<file path="config.mk">
export PLATFORM = sky130hd
export DESIGN_NAME = mem_bus_arbiter
export DESIGN_NICKNAME = d
export VERILOG_FILES = /design/src/rtl/mem_bus_arbiter.sv
export SDC_FILE = /design/constraint.sdc
export NUM_CORES = 1
export LEC_CHECK = 0
export CELL_PAD_IN_SITES_DETAIL_PLACEMENT = 0
export CELL_PAD_IN_SITES_GLOBAL_PLACEMENT = 1
export CORE_MARGIN = 2
export CORE_UTILIZATION = 27
export CTS_CLUSTER_SIZE = 16
export DETAILED_ROUTE_END_ITERATION = 10
export HOLD_SLACK_MARGIN = 0.15
export PLACE_DENSITY = 0.92
export SYNTH_ARGS = -nofsm -noshare
export SYNTH_HDL_FRONTEND = slang
export SYNTH_SLANG_ARGS = --single-unit
</file>
<file path="constraint.sdc">
create_clock -name clk -period 3.29 [get_ports clk]
set_input_delay 0.4935 -clock clk [delete_from_list [all_inputs] [get_ports clk]]
set_output_delay 0.4935 -clock clk [all_outputs]
set_load 0.05 [all_outputs]
</file>
<file path="src/rtl/mem_bus_arbiter.sv">
// Round-robin arbiter sharing one memory port between fetch (IFU) and load/store (LSU).
// Optional watchdog enabled by defining ARB_TIMEOUT_EN.
module mem_bus_arbiter #(
    parameter int ADDR_WIDTH     = 32,
    parameter int DATA_WIDTH     = 32,
    parameter int TIMEOUT_CYCLES = 255
) (
    input  logic                    clk,
    input  logic                    rst,
    input  logic                    ifu_req_valid,
    output logic                    ifu_req_ready,
    input  logic [ADDR_WIDTH-1:0]   ifu_addr,
    output logic                    ifu_rsp_valid,
    output logic [DATA_WIDTH-1:0]   ifu_rsp_data,
    output logic                    ifu_rsp_err,
    input  logic                    lsu_req_valid,
    output logic                    lsu_req_ready,
    input  logic [ADDR_WIDTH-1:0]   lsu_addr,
    input  logic                    lsu_wen,
    input  logic [DATA_WIDTH-1:0]   lsu_wdata,
    input  logic [DATA_WIDTH/8-1:0] lsu_wmask,
    output logic                    lsu_rsp_valid,
    output logic [DATA_WIDTH-1:0]   lsu_rsp_data,
    output logic                    lsu_rsp_err,
    output logic                    mem_req_valid,
    input  logic                    mem_req_ready,
    output logic [ADDR_WIDTH-1:0]   mem_addr,
    output logic                    mem_wen,
    output logic [DATA_WIDTH-1:0]   mem_wdata,
    output logic [DATA_WIDTH/8-1:0] mem_wmask,
    input  logic                    mem_rsp_valid,
    input  logic [DATA_WIDTH-1:0]   mem_rsp_data
);
    localparam int MaskW = DATA_WIDTH / 8;

    typedef enum logic [1:0] {IDLE, REQ, RSP} state_t;

    state_t                  state, stateNext;
    logic                    owner;      // 0 = IFU, 1 = LSU
    logic                    lastGrant;  // 0 = IFU, 1 = LSU
    logic [ADDR_WIDTH-1:0]   addrQ;
    logic                    wenQ;
    logic [DATA_WIDTH-1:0]   wdataQ;
    logic [MaskW-1:0]        wmaskQ;
    logic                    grantIfu, grantLsu;
    logic                    rspFire, timeoutHit;
    logic [DATA_WIDTH-1:0]   rspData;

`ifdef ARB_TIMEOUT_EN
    localparam int CntW = $clog2(TIMEOUT_CYCLES + 1);
    logic [CntW-1:0] toCnt;

    // Held at zero while idle so it starts from zero on entering REQ.
    always_ff @(posedge clk) begin
        if (rst || state == IDLE) begin
            toCnt <= '0;
        end else if (toCnt != CntW'(TIMEOUT_CYCLES)) begin
            toCnt <= toCnt + 1'b1;
        end
    end

    assign timeoutHit = (state != IDLE) && (toCnt == CntW'(TIMEOUT_CYCLES))
                        && !(state == RSP && mem_rsp_valid);
`else
    assign timeoutHit = 1'b0;
`endif

    always_comb begin
        stateNext = state;
        grantIfu  = 1'b0;
        grantLsu  = 1'b0;
        case (state)
            IDLE: begin
                grantIfu = ifu_req_valid && (!lsu_req_valid || lastGrant);
                grantLsu = lsu_req_valid && !grantIfu;
                if (grantIfu || grantLsu) stateNext = REQ;
            end
            REQ: begin
                if (timeoutHit)         stateNext = IDLE;
                else if (mem_req_ready) stateNext = RSP;
            end
            RSP: begin
                if (mem_rsp_valid || timeoutHit) stateNext = IDLE;
            end
            default: stateNext = IDLE;
        endcase
    end

    // Handshake outputs are suppressed while reset is held.
    assign ifu_req_ready = grantIfu && !rst;
    assign lsu_req_ready = grantLsu && !rst;
    assign mem_req_valid = (state == REQ) && !timeoutHit && !rst;
    assign rspFire       = ((state == RSP && mem_rsp_valid) || timeoutHit) && !rst;
    assign ifu_rsp_valid = rspFire && !owner;
    assign lsu_rsp_valid = rspFire && owner;
    assign rspData       = (timeoutHit || wenQ) ? '0 : mem_rsp_data;
    assign ifu_rsp_data  = ifu_rsp_valid ? rspData : '0;
    assign lsu_rsp_data  = lsu_rsp_valid ? rspData : '0;
    assign ifu_rsp_err   = ifu_rsp_valid && timeoutHit;
    assign lsu_rsp_err   = lsu_rsp_valid && timeoutHit;

    assign mem_addr  = addrQ;
    assign mem_wen   = wenQ;
    assign mem_wdata = wdataQ;
    assign mem_wmask = wmaskQ;

    always_ff @(posedge clk) begin
        if (rst) begin
            state     <= IDLE;
            owner     <= 1'b0;
            lastGrant <= 1'b1;
            addrQ     <= '0;
            wenQ      <= 1'b0;
            wdataQ    <= '0;
            wmaskQ    <= '0;
        end else begin
            state <= stateNext;
            if (grantIfu) begin
                owner     <= 1'b0;
                lastGrant <= 1'b0;
                addrQ     <= ifu_addr;
                wenQ      <= 1'b0;
                wdataQ    <= '0;
                wmaskQ    <= '0;
            end else if (grantLsu) begin
                owner     <= 1'b1;
                lastGrant <= 1'b1;
                addrQ     <= lsu_addr;
                wenQ      <= lsu_wen;
                wdataQ    <= lsu_wdata;
                wmaskQ    <= lsu_wmask;
            end
        end
    end
endmodule

</file>
==> reports/metrics.yaml <==
timing:
  slew_headroom_pct: 32.0
  setup_tns_ns: 0
  rsz0062_at_grt: "no"
  final-setup-viol-count: 0
  min_period_ns: 2.78
  fin_crit_sh_pct: 84.6
  tightest_slew_ns: 1.02
  fmax_ghz: 0.359
  slew_viol_final: 0
  finalHoldViolCount: 0
  fin_worst_skew_ns: 0.00669
routing:
  drc: 0
  ant_nets: 0
  routed_wl_mm: 15.3
  drt_iter0_markers: 187
  vias: 4510
  post_drt_wl_per_cell_um: 16.0
  drt_first_pass_iters: 4
  routed_via_density: 4.72
die:
  fp.dieW_um: 129
  rows: 45
  core_area_um2: 15300
  die_y_um: 129
  fp.dieArea_um2: 16700
  initial_core_util_pct: 27.8
  ios: 279
pwr:
  p_clk_share_pct: 38.2
  power_density_nw_per_um2: 390
  p_leak_nw: 3.02
  pwr-share-seq_pct: 31.9
  switching_share_pct: 30.9
  peakVddDrop_mv: 0.268
  p_sw_w: 0.000960
  combPwrFrac_pct: 29.9
  p_int_w: 0.00215
synth:
  synth_area_leader_cell: "dfxtp_1"
  synth.area.top_cells: "dfxtp_1, o32ai_2, and3b_1"
  syn_area_um2: 4240
  ys_seq_area_share_pct: 34.5
  synthCells: 498
  ys_async_sr_fraction_pct: 0
  synth_edf_count: 0
  synth-main-ff-cell: "dfxtp_1"
  synth_top_area_share_pct: 34.5
  ys_ff_latch: 73
  postSynthAreaPerCell_um2: 8.50
  synth_cell_types: 34
  yosysWarnings: 0
grt:
  antenna_found_initial: 0
  grt_pass1_wl_mm: 23.5
  grt_usage_pct: 17.9
  grt_max_degree: 64
  grt_pass1_vias: 4476
  overflow: 0
critical_path:
  cp-start-kind: "primary input"
  crit_fanout: 9
  arrival_ns: 2.29
  criticalPathCategory: "in2out"
  endpoint_kind: "primary output"
  cp.required_ns: 2.80
min_path:
  hold_path.class: "reg2reg"
layout:
  n_antenna_cell: 0
  finalNonFillerCells: 956
  drive_gt1_share_pct: 19.6
  areaGrowthSynthToFinish_pct: 88.2
  fin_nets: 879
placement:
  hpwl_mm: 11.5
  port_buffers: 276
  routabilityCongestion: 0.748
  dp.cells: 940
clock_tree:
  postCtsSetupBuffers: 0
  clk_latency_ns: 0.32
  cts-root-buf: "clkbuf_16"
  postCtsHoldBufs: 0
  clock_path_buffers: 2
  numCtsBuffers: 9
  cts_resized: 0
  h-tree-depth: 3
  cts_tree: "yes"
  clkSinkCount: 73
  clk_pin_slew_ns: 0.06
job:
  maxCapViolCount: 0
run_status:
  status: "finished, final reports clean"
==> cell usage after synthesis, drive strengths merged (2+ instances only) <==
| master | number |
|---|---|
| dfxtp | 73 |
| a21oi | 39 |
| o21ai | 37 |
| buf | 47 |
| clkbuf | 13 |
| nand2b | 34 |
| inv | 36 |
| nor2 | 70 |
| a31oi | 32 |
| nand3 | 38 |
| a21o | 2 |
| and3b | 33 |
| o32ai | 32 |
| nor3 | 2 |
==> final cells by class <==
type	instances	area [um^2]
inverters	36	135
fillers	1363	7290
flip-flops and latches	73	1460
multi-input cells	330	2250
clock inverters	4	97.6
clock buffers	12	267
repair buffers	290	3500
well taps	211	264
==> flip-flops by register name, summed over array words and instances (netlist names) <==
name	flops
lastGrant	1
mem_addr	32
mem_wdata	32
mem_wen	1
mem_wmask	4
owner	1
state	2
==> final timing paths <==
path                from            end  slack (ns)  cells after the start
max                  rst  mem_req_valid        0.51                      3
min          mem_addr[0]    mem_addr[0]        0.45                      2
max reg2reg     state[1]    mem_addr[2]        1.13                      3
min reg2reg  mem_addr[0]    mem_addr[0]        0.45                      2
==> layer usage <==
layer | track usage, % | vias up | share of wire (%)
met4 | 4.86 | 0 | 1.2
met5 | 0 | - | 0
met2 | 33.3 | 182 | 52
met3 | 6.32 | 13 | 9.1
li1 | - | 2222 | -
met1 | 19.1 | 2093 | 38
==> critical path: stages <==
cell             delay, ns
clkdlybuf4s50_1       0.56
nor3b_1               0.36
clkdlybuf4s50_1       0.87
==> placed cells by master (no fill, tap or decap), types with 3 or more instances in the layout <==
cell,netlist,layout
clkbuf_16,0,9
and3b_1,33,33
o32ai_2,30,30
o21ai_1,11,11
dfxtp_1,73,73
a21oi_1,39,39
nor2_1,69,69
nand3_1,38,38
buf_12,0,65
buf_4,12,17
clkdlybuf4s50_1,0,206
a31oi_1,32,32
o21ai_2,10,10
bufinv_16,0,3
inv_1,35,35
nand2b_1,33,33
o21ai_0,16,16
clkbuf_8,0,3
==> power groups by stage <==
stage	sequential (W)	combinational, W	clock, W
final	0.000993	0.000931	0.00119
after global routing	0.00100	0.000987	0.00127
after CTS	0.000993	0.000940	0.00122
after detailed placement	0.00101	0.000937	0
after global placement	0.00101	0.000935	0
after floorplan	0.00121	0.000391	0
==> logic make-up (layout without fill, tap and decap cells) <==
logic type	Yosys count	after routing	synth area share, %
AND/OR/NAND/NOR	180	180	23.9
flip-flops	73	73	34.5
buffers and inverters	96	342	12.7
other	1	2	0.0885
AO/OA/AOI/OAI	148	148	28.8
==> per-stage QoR <==
| step | cell area [um^2] | utilization [%] | power (W) | hold slack [ns] | setup WS [ns] |
|---|---|---|---|---|---|
| 2_1_floorplan | 4240 | - | 0.00160 | 0.450 | 0.649 |
| 3_3_place_gp | 7610 | 49.9 | 0.00194 | 0.441 | 0.490 |
| 3_5_place_dp | 7610 | 49.9 | 0.00195 | 0.451 | 0.528 |
| 4_1_cts | 7970 | 52.3 | 0.00315 | 0.456 | 0.509 |
| 5_1_grt | 7970 | 52.3 | 0.00326 | 0.472 | 0.443 |
| 6_report | 7970 | 52.3 | 0.00311 | 0.454 | 0.507 |
Power figures use the tool's default switching activity.
